==> src/rtl/instr_fetch_if.sv <==
// Fetch-unit bus bundle: instruction-memory read port, redirect input and decode handshake.
interface instr_fetch_if;
  logic        imem_req;
  logic [15:0] imem_addr;
  logic [31:0] imem_rdata;
  logic        imem_rvalid;
  logic        redirect_valid;
  logic [15:0] redirect_pc;
  logic        instr_valid;
  logic        instr_ready;
  logic [31:0] instr;
  logic [15:0] instr_pc;

  modport master (
    output imem_req, imem_addr,
    input  imem_rdata, imem_rvalid,
    input  redirect_valid, redirect_pc,
    output instr_valid, instr, instr_pc,
    input  instr_ready
  );

  modport slave (
    input  imem_req, imem_addr,
    output imem_rdata, imem_rvalid,
    output redirect_valid, redirect_pc,
    input  instr_valid, instr, instr_pc,
    output instr_ready
  );
endinterface

==> src/rtl/instr_fetch_unit.sv <==
// Single-outstanding instruction fetch: issues one memory read, holds the word for decode,
// and squashes in-flight responses when a redirect arrives.
module instr_fetch_unit #(
  parameter logic [15:0] RESET_PC = 16'h0000,
  parameter logic [15:0] PC_STEP  = 16'h0001
) (
  input  logic          clk,
  input  logic          rst,
  instr_fetch_if.master bus
);
  localparam logic [1:0] IDLE = 2'd0;
  localparam logic [1:0] REQ  = 2'd1;
  localparam logic [1:0] WAIT = 2'd2;
  localparam logic [1:0] HOLD = 2'd3;

  logic [1:0]  state_reg, state_next;
  logic [15:0] pc_reg, pc_next;
  logic        squash_reg, squash_next;
  logic        valid_reg, valid_next;
  logic [31:0] instr_reg, instr_next;
  logic [15:0] ipc_reg, ipc_next;

  // A redirect in REQ suppresses the request so the stale pc never reaches memory.
  assign bus.imem_req    = (state_reg == REQ) && !bus.redirect_valid;
  assign bus.imem_addr   = pc_reg;
  assign bus.instr_valid = valid_reg;
  assign bus.instr       = instr_reg;
  assign bus.instr_pc    = ipc_reg;

  always_comb begin
    state_next  = state_reg;
    pc_next     = pc_reg;
    squash_next = squash_reg;
    valid_next  = valid_reg;
    instr_next  = instr_reg;
    ipc_next    = ipc_reg;
    case (state_reg)
      IDLE: state_next = REQ;
      REQ: begin
        if (bus.redirect_valid) begin
          pc_next = bus.redirect_pc;
        end else begin
          state_next = WAIT;
        end
      end
      WAIT: begin
        if (bus.redirect_valid) begin
          pc_next = bus.redirect_pc;
          // Without a response this cycle the request is still in flight; mark it stale.
          if (bus.imem_rvalid) begin
            squash_next = 1'b0;
            state_next  = REQ;
          end else begin
            squash_next = 1'b1;
          end
        end else if (bus.imem_rvalid) begin
          if (squash_reg) begin
            squash_next = 1'b0;
            state_next  = REQ;
          end else begin
            instr_next = bus.imem_rdata;
            ipc_next   = pc_reg;
            valid_next = 1'b1;
            pc_next    = pc_reg + PC_STEP;
            state_next = HOLD;
          end
        end
      end
      HOLD: begin
        if (bus.redirect_valid) begin
          pc_next    = bus.redirect_pc;
          valid_next = 1'b0;
          state_next = REQ;
        end else if (bus.instr_ready) begin
          valid_next = 1'b0;
          state_next = REQ;
        end
      end
      default: state_next = IDLE;
    endcase
  end

  always_ff @(posedge clk or posedge rst) begin
    if (rst) begin
      state_reg  <= IDLE;
      pc_reg     <= RESET_PC;
      squash_reg <= 1'b0;
      valid_reg  <= 1'b0;
      instr_reg  <= 32'h0;
      ipc_reg    <= 16'h0;
    end else begin
      state_reg  <= state_next;
      pc_reg     <= pc_next;
      squash_reg <= squash_next;
      valid_reg  <= valid_next;
      instr_reg  <= instr_next;
      ipc_reg    <= ipc_next;
    end
  end
endmodule

==> src/flat_wrapper.sv <==
// flat-port wrapper written by rule: the top's interface ports become plain ports
module instr_fetch_unit_flat 
#(
  parameter logic [15:0] RESET_PC = 16'h0000,
  parameter logic [15:0] PC_STEP  = 16'h0001
)
  (clk, rst, bus_imem_req, bus_imem_addr, bus_imem_rdata, bus_imem_rvalid, bus_redirect_valid, bus_redirect_pc, bus_instr_valid, bus_instr, bus_instr_pc, bus_instr_ready);
  instr_fetch_if bus_i ();
  input  logic clk;
  input  logic rst;
  output wire logic [$bits(bus_i.imem_req)-1:0] bus_imem_req;
  output wire logic [$bits(bus_i.imem_addr)-1:0] bus_imem_addr;
  input wire logic [$bits(bus_i.imem_rdata)-1:0] bus_imem_rdata;
  input wire logic [$bits(bus_i.imem_rvalid)-1:0] bus_imem_rvalid;
  input wire logic [$bits(bus_i.redirect_valid)-1:0] bus_redirect_valid;
  input wire logic [$bits(bus_i.redirect_pc)-1:0] bus_redirect_pc;
  output wire logic [$bits(bus_i.instr_valid)-1:0] bus_instr_valid;
  output wire logic [$bits(bus_i.instr)-1:0] bus_instr;
  output wire logic [$bits(bus_i.instr_pc)-1:0] bus_instr_pc;
  input wire logic [$bits(bus_i.instr_ready)-1:0] bus_instr_ready;
  assign bus_imem_req = bus_i.imem_req;
  assign bus_imem_addr = bus_i.imem_addr;
  assign bus_i.imem_rdata = bus_imem_rdata;
  assign bus_i.imem_rvalid = bus_imem_rvalid;
  assign bus_i.redirect_valid = bus_redirect_valid;
  assign bus_i.redirect_pc = bus_redirect_pc;
  assign bus_instr_valid = bus_i.instr_valid;
  assign bus_instr = bus_i.instr;
  assign bus_instr_pc = bus_i.instr_pc;
  assign bus_i.instr_ready = bus_instr_ready;
  instr_fetch_unit #(.RESET_PC(RESET_PC), .PC_STEP(PC_STEP)) u_core (.clk(clk), .rst(rst), .bus(bus_i));
endmodule
==> config.mk <==
export PLATFORM = sky130hd
export DESIGN_NAME = instr_fetch_unit_flat
export DESIGN_NICKNAME = d
export VERILOG_FILES = /design/src/rtl/instr_fetch_if.sv /design/src/rtl/instr_fetch_unit.sv /design/src/flat_wrapper.sv
export SDC_FILE = /design/constraint.sdc
export NUM_CORES = 1
export LEC_CHECK = 0
export BUFFER_PORTS_ARGS = -buffer_cell sky130_fd_sc_hd__clkbuf_2
export CAP_MARGIN = 20
export CORE_ASPECT_RATIO = 0.6
export CORE_MARGIN = 2
export CORE_UTILIZATION = 40
export CTS_BUF_LIST = sky130_fd_sc_hd__clkbuf_8
export DETAILED_ROUTE_END_ITERATION = 12
export PLACE_DENSITY = 0.7
export SKIP_LAST_GASP = 1
export SYNTH_ARGS = -nofsm -noshare
export SYNTH_HDL_FRONTEND = slang
export SYNTH_SLANG_ARGS = --single-unit
==> constraint.sdc <==
create_clock -name clk -period 2.2 [get_ports clk]
set_clock_uncertainty 0.2 [all_clocks]
set_input_delay 0.44 -clock clk [delete_from_list [all_inputs] [get_ports clk]]
set_output_delay 0.44 -clock clk [all_outputs]
set_load 0.005 [all_outputs]
==> results summary, run 1 <==
The flow ran to the end, and the final reports show no timing, DRC or antenna violations. The number of distinct library cells after synthesis came out at 40. The global-route wire length before repair is 11600 um.

The non-filler instance count after layout came out at 488. The fraction of power consumed by the clock network is 0.164. The worst-case headroom to the max-slew limit is 0.729.

The share of layout cells above drive strength 1 came out at 0.505. The synthesized area per cell is around 12 um2. The largest net degree at the start of global routing is 69. Counting cells, the worst reg-to-reg path comes to 6. Fill cells in the final layout number 708.

STA puts the critical path data arrival time at 1.51 ns. Of the total power, the share spent switching nets is 0.357. The vias per cell is a little over 5. The cell area after synthesis came out at 3150 um2. The fraction of registers with async set or reset after synthesis came out at 1.00. The fraction of power consumed by sequential logic came out at 0.425. In the layout the commonest cells are sky130_fd_sc_hd__clkbuf_2, sky130_fd_sc_hd__dfrtp_1, sky130_fd_sc_hd__mux2_2.

The aggregate global-route resource usage is 0.175. The final design utilization is 0.527. The area growth from synthesis to layout is 29.8%. The actual transition at the worst max-transition pin came out at 0.402 ns. The placer congestion estimate is 0.784.

The quantity of I/O buffers inserted on ports came out at 118. The number of endpoints with negative hold slack in the final report was 0. The worst supply voltage drop on vdd came out at 0.570 mV. In the synthesized netlist the dominant register cell turns out to be sky130_fd_sc_hd__dfrtp_1. The count of endpoints failing setup in the final report came out at 0.

The net count of the finished layout is 434. The clock-pin slew reported for the worst setup and hold paths after clock tree synthesis came out at 0.07 ns. The first-pass iteration count of the detailed router is 4. STA classifies the critical path startpoint as a flop. The part of the Yosys area used for sequential elements is 0.540. Setup repair after global routing could not meet its margin everywhere. Of the total power, combinational logic draws 0.411. The worst hold path begins at bus_imem_rdata[19]. The total congestion overflow after global routing is 0. The power per cell area is 1330 nW/um2. The floorplan step defined a die boundary enclosing roughly 8600 um2. The initial antenna violation count was 0. Leaving out fill and tap cells, the most frequent cell in the layout is sky130_fd_sc_hd__clkbuf_2. TritonCTS built the clock tree.

The final total power is 5.45 mW. The via count of the first global-routing pass is 2302. The tree is rooted in a sky130_fd_sc_hd__clkbuf_8. The static leakage came out at roughly 2.0 nW. Counting instances, the worst hold path has a depth of 2. The worst setup path is captured at an output pin. The flip-flop count of the largest register after layout is 32. Tracing the worst setup path back leads to its startpoint at u_core.state_reg[1]$_DFFE_PP0P_. The die width is around 120 um.

The terminating pin of the worst hold path is u_core.bus.instr[19]$_DFFE_PP0P_. The final layout contains routed wiring with a total length of a little over 7000 um. The average wire per cell in the routed design came out at 14.6 um. The sum of negative setup slack came out at 0 ns. The initial core utilization is 0.406.

The number of top-level pins is 119. The number of DRC violations after detailed-routing iteration 0 came out at ~120. The core outline area is 7760 um2.

The largest fanout on the critical path is 8. The total number of vias came out at 2471. The final critical-path share of the clock period is 0.977.

The insertion delay of the later-clocked pin in the worst-skew pair is around 0.35 ns. The final-layout worst hold slack is 0.112 ns. For this run, design rule violations remaining after detail routing come to 0. Across all register-to-register paths, the minimum setup slack is roughly 0.060 ns. The worst reg2reg path startpoint is u_core.state_reg[0]$_DFFE_PP0P_. The number of maximum-capacitance violations is 0. The number of enable flip-flop cells after synthesis is 0. The timing-limited maximum frequency is 465 MHz. The synthesis-stage register bit count came out at 68.

Cell internal power was estimated by the tool at 3.51 mW. The number of nets still failing antenna checks after routing came out at 0. The clock sink count is 68.

Counting every net in the synthesized netlist gives 310. The worst hold path belongs to the class in -> reg. The gate count of the mapped netlist came out at 252. The setup path with the least slack is of type reg -> out. The shortest clock period the worst path allows after layout came out at 2.15 ns. The total CTS buffers came out at 9. Data on the critical path is required at its endpoint by 1.56 ns. For this run, the number of Yosys warnings is 0. The number of levels in the clock H-tree came out at 3. Summed over all nets, the switching power comes to 1.95 mW. The detailed-placement wirelength estimate is about 5100 um. In this run the vertical extent of the chip is 72.7 um.

The clock tree buffer depth is 2. The number of rows in the core area is 25. The number of antenna diodes came out at 0.

The count of final max-slew check failures came out at 0. The worst register-to-register path ends at u_core.bus.instr_pc[12]$_DFFE_PP0P_. The cell count after placement is 472. The post-CTS repair timing setup buffer count came out at 0.
[repair_timing]
action / in CTS / in global routing
hold buffers: 1 / 0
hold endpoints to repair: 68 / 0
gates resized for setup: 1 / 0
setup endpoints to repair: 1 / 42
[worst max-delay path by stage]
stage / to / slack (ns) / depth (start not counted)
CTS: bus_imem_req / 0.02 / 4
finish: bus_imem_req / 0.05 / 4
detailed placement: u_core.bus.instr_pc[13]$_DFFE_PP0P_ / 0.09 / 6
floorplan: u_core.bus.instr[17]$_DFFE_PP0P_ / 0.18 / 7
global placement: u_core.bus.instr_pc[11]$_DFFE_PP0P_ / 0.12 / 6
global route: bus_imem_req / -0.05 / 4
[stage by stage]
stage                     setup WS [ns]  cell area (um2)
final                            0.0500             4090
after global routing            -0.0543             4090
after CTS                        0.0191             4090
after detailed placement         0.0878             3910
after global placement            0.122             3910
after floorplan                   0.184             3150
[cells by family (layout without fill, tap and decap cells)]
family | Yosys count | count (layout) | share of synthesized area
simple gates | 53 | 53 | 0.104
compound gates | 55 | 55 | 0.118
fa+ha+maj | 5 | 5 | 0.0199
buf+inv | 20 | 148 | 0.0362
flops | 68 | 68 | 0.540
mux | 51 | 51 | 0.181
[cell type report]
type | instances | area, um2 | share of cell area
Sequential cell | 68 | 1700 | 0.416
Multi-Input combinational cell | 164 | 1340 | 0.327
Clock inverter | 4 | 17.5 | 0.00429
Inverter | 4 | 18.8 | 0.00459
Clock buffer | 11 | 151 | 0.0370
Tap cell | 108 | 135 | 0.0331
Timing Repair Buffer | 129 | 726 | 0.178
[Yosys cell counts, types with 4 or more instances]
cell type,n,share of area
sky130_fd_sc_hd__ha_1,5,0.020
sky130_fd_sc_hd__a21oi_1,19,0.030
sky130_fd_sc_hd__nand2_1,13,0.015
sky130_fd_sc_hd__nor2_1,6,0.0072
sky130_fd_sc_hd__dfrtp_1,68,0.54
sky130_fd_sc_hd__nand4_1,6,0.012
sky130_fd_sc_hd__mux2_1,9,0.032
sky130_fd_sc_hd__nand3_1,8,0.013
sky130_fd_sc_hd__o22a_1,4,0.011
sky130_fd_sc_hd__mux2_2,39,0.14
sky130_fd_sc_hd__buf_2,10,0.016
sky130_fd_sc_hd__o21ai_0,8,0.013
sky130_fd_sc_hd__a2bb2oi_1,5,0.014
sky130_fd_sc_hd__o22ai_1,6,0.012
[layer usage]
layer,share of wire,wire (um),vias to the layer above,track usage
met4,0.011,79,0,0.0595
met2,0.43,3050,89,0.243
li1,-,-,1177,-
met3,0.074,531,8,0.0719
met5,0,0,-,0
met1,0.49,3480,1197,0.246
[critical path: stages (launching register included)]
cell and delay, ns:
sky130_fd_sc_hd__dfrtp_1 0.41, sky130_fd_sc_hd__inv_1 0.11, sky130_fd_sc_hd__ha_2 0.33, sky130_fd_sc_hd__nor2b_1 0.19, sky130_fd_sc_hd__clkbuf_2 0.13
[power by group through the flow]
stage                     Clock [mW]  Combinational [mW]  Sequential (mW)
after floorplan                    0                1.30             2.31
after global placement             0                2.19             2.31
after detailed placement           0                2.26             2.35
after CTS                      0.942                2.28             2.32
after global routing           0.990                2.48             2.43
final                          0.896                2.24             2.32
No activity file was read; power rests on OpenSTA's default activity.
==> inputs of run 2 (changes only) <==
--- a/config.mk
+++ b/config.mk
@@ -7,12 +7,10 @@
 export LEC_CHECK = 0
 export BUFFER_PORTS_ARGS = -buffer_cell sky130_fd_sc_hd__clkbuf_2
 export CAP_MARGIN = 20
-export CORE_ASPECT_RATIO = 0.6
 export CORE_MARGIN = 2
-export CORE_UTILIZATION = 40
+export CORE_UTILIZATION = 30
 export CTS_BUF_LIST = sky130_fd_sc_hd__clkbuf_8
 export DETAILED_ROUTE_END_ITERATION = 12
-export PLACE_DENSITY = 0.7
 export SKIP_LAST_GASP = 1
 export SYNTH_ARGS = -nofsm -noshare
 export SYNTH_HDL_FRONTEND = slang
==> run 2 against run 1 <==
Global-route usage decreased by 4.5 points. Sequential power is essentially flat. Critical path depth unchanged. Maximum frequency is 2.1% higher. Count of clock-buffer cells in the layout down 2. Worst setup slack better by 0.044 ns. Clock power increased by 14%. Utilization shrank 12 points. Highest routed layer unchanged.
==> results summary, run 2 (same netlist as run 1, synthesis figures left out) <==
The height of the chip was 106 um (was 72.7 um). The clock sink count was 68 (unchanged). The non-filler instance count after layout is 515 (was 488).

The number of levels in the clock H-tree came out at 3 (unchanged). The number of endpoints with negative hold slack in the final report came to 0 (unchanged). The area of the die came out at 11300 um2 (was 8620 um2). The initial core utilization came out at 0.306 (was 0.406). The static leakage is 1.94 nW (was 1.96 nW). The total congestion overflow after global routing came out at 0 (unchanged).

The count of endpoints failing setup in the final report is 0 (unchanged). The aggregate global-route resource usage is 0.130 (was 0.175). The clock-pin slew reported for the worst setup and hold paths after clock tree synthesis came out at 0.08 ns (was 0.07 ns).

The quantity of I/O buffers inserted on ports came out at 118 (unchanged). The final critical-path share of the clock period came out at 0.957 (was 0.977). The die width is 106 um (was 119 um). The shortest clock period the worst path allows after layout is 2.11 ns (was 2.15 ns).

The average wire per cell in the routed design came out at 13.8 um (was 14.6 um). The delay of the slowest cell on the worst path came out at 0.40 ns (was 0.41 ns). The vias per cell is 4.78 (was 5.06). The most frequent standard cell in the layout excluding fill and tap cells is sky130_fd_sc_hd__clkbuf_2 (unchanged). The final design utilization is 0.402 (was 0.527).

The total number of vias came out at 2463 (was 2471). The sum of negative setup slack is 0 ns (unchanged). The flip-flop count of the largest register after layout is 32 (unchanged). The TritonCTS clock tree is done (unchanged). The number of rows in the core area came out at 37 (was 25).

The number of antenna diodes came to 0 (unchanged). The final-layout worst hold slack came to 0.111 ns (was 0.112 ns). The final total power is 5.57 mW (was 5.45 mW).

The share of layout cells above drive strength 1 is 0.509 (was 0.505). The master of the slowest instance on the critical path is sky130_fd_sc_hd__dfrtp_1 (unchanged). The worst supply voltage drop on vdd came to 0.521 mV (was 0.570 mV). The actual transition at the worst max-transition pin is 0.460 ns (was 0.402 ns). The first-pass iteration count of the detailed router came out at 4 (unchanged). The number of nets still failing antenna checks after routing is 0 (unchanged). The most crowded layer after global routing is met2 (was met1). The global-route met3 utilization came to 0.0386 (was 0.0719). The number of maximum-capacitance violations was 0 (unchanged). The critical path required time is 1.56 ns (about the same). Worst path cell trace: inv_1 -> ha_2 -> nor2b_1 -> clkbuf_2 (unchanged). The number of remaining DRC errors is 0 (unchanged). The clock tree buffer depth is 2 (unchanged). Setup repair after global routing missed its margin: yes (unchanged).

The signal arrival time at the worst endpoint came to 1.47 ns (was 1.51 ns). The initial antenna violation count is 0 (unchanged). The met1 layer usage reported by global route was 0.178 (was 0.246).

The core outline area is 10300 um2 (was 7760 um2). The largest net degree at the start of global routing came out at 69 (unchanged). The clock tree root driver cell is sky130_fd_sc_hd__clkbuf_8 (unchanged). The filler cell count in the final layout is 1027 (was 708). The largest fanout on the critical path came out at 8 (unchanged).

Most frequent cells in the layout: sky130_fd_sc_hd__clkbuf_2, sky130_fd_sc_hd__dfrtp_1, sky130_fd_sc_hd__mux2_2 (unchanged). The total CTS buffers came out at 9 (unchanged). The cell count after placement came out at 498 (was 472). The timing-limited maximum frequency is 475 MHz (was 465 MHz). The kind of capture point of the worst setup path is an output pin (unchanged). The layout overhead on the synthesized area is 31.3% (was 29.8%). The insertion delay of the later-clocked pin in the worst-skew pair is 0.34 ns (was 0.35 ns). The power per cell area is 1350 nW/um2 (was 1330 nW/um2).

The wire length reported by the detailed router was 7120 um (was 7140 um). The number of top-level pins came out at 119 (unchanged). The met2 routing resource usage after global routing is 0.201 (was 0.243).

The category of the worst setup path launch point was a flop (unchanged). The type of the worst setup path is reg -> out (unchanged). The count of final max-slew check failures came to 0 (unchanged).

The detailed-placement wirelength estimate came out at 5210 um (was 5110 um). Outcome: completed (unchanged). The global-route wire length before repair is 11700 um (was 11600 um). The via count of the first global-routing pass came out at 2350 (was 2302).

The worst min-delay path category was in -> reg (unchanged). The post-CTS repair timing setup buffer count is 0 (unchanged). The worst-case headroom to the max-slew limit came out at 0.690 (was 0.729). The final net count came out at 432 (was 434).

The placer congestion estimate came to 0.752 (was 0.784). The number of DRC violations after detailed-routing iteration 0 is 111 (was 122).
-- run 2: cell types whose count changed in the layout (fill, tap and decap cells not counted), sizes merged --
cell,delta
buf,-2
clkinvlp,+3
clkbuf,-2
bufinv,+1
inv,-1
-- run 2: power breakdown --
group	internal, mW	switching (mW)	leakage (nW)	total (mW)
Sequential	1.84	0.494	0.827	2.33
Clock	0.526	0.497	0.0918	1.02
Combinational	1.20	1.00	1.02	2.21
Total	3.57	2.00	1.94	5.57
-- run 2: per-layer routing --
metal | vias to the layer above | share of wire
li1 | 1181 | -
met1 | 1201 | 0.46
met2 | 72 | 0.48
met3 | 9 | 0.055
met4 | 0 | 0.011
met5 | - | 0
-- run 2: path summary, 6_finish.rpt --
check,slack [ns],startpoint,endpoint,cells after the start
hold reg to reg,0.29,u_core.bus.instr[19]$_DFFE_PP0P_,u_core.bus.instr[19]$_DFFE_PP0P_,1
hold / removal,0.11,bus_imem_rdata[25],u_core.bus.instr[25]$_DFFE_PP0P_,2
setup reg to reg,0.17,u_core.state_reg[0]$_DFFE_PP0P_,u_core.bus.imem_addr[15]$_DFFE_PP0P_,5
max in group asynchronous,0.97,rst,u_core.bus.imem_addr[4]$_DFFE_PP0P_,4
min in group asynchronous,0.53,rst,u_core.bus.instr_pc[15]$_DFFE_PP0P_,4
setup / recovery,0.09,u_core.state_reg[1]$_DFFE_PP0P_,bus_imem_req,4
-- run 2: cell type report --
type | count | area [um2] | area share
inverter | 4 | 18.8 | 0.00454
timing repair buffer | 127 | 711 | 0.172
clock inverter | 7 | 75.1 | 0.0181
tap | 136 | 170 | 0.0411
clock buffer | 9 | 124 | 0.0299
multi-input combinational | 164 | 1340 | 0.323
sequential | 68 | 1700 | 0.411
-- run 2: repair_timing --
action | 4_1_cts | 5_1_grt
gates cloned | 0 | 0
gates resized for setup | 1 | 0
hold buffers | 1 | 0
hold endpoints to repair | 25 | 0
endpoints found under the setup margin | 1 | 1
-- run 2: metrics by stage --
stage	area (um2)	worst slack, ns
2_1_floorplan	3150	0.184
3_3_place_gp	3930	0.209
3_5_place_dp	3930	0.169
4_1_cts	4140	0.0717
5_1_grt	4140	-0.00451
6_report	4140	0.0941
-- run 2: critical path: cells and delay by family, from the launching register on --
family        cells  cell delay [ns]
buf+inv           2             0.25
fa+ha+maj         1             0.32
simple gates      1             0.16
flops             1             0.40
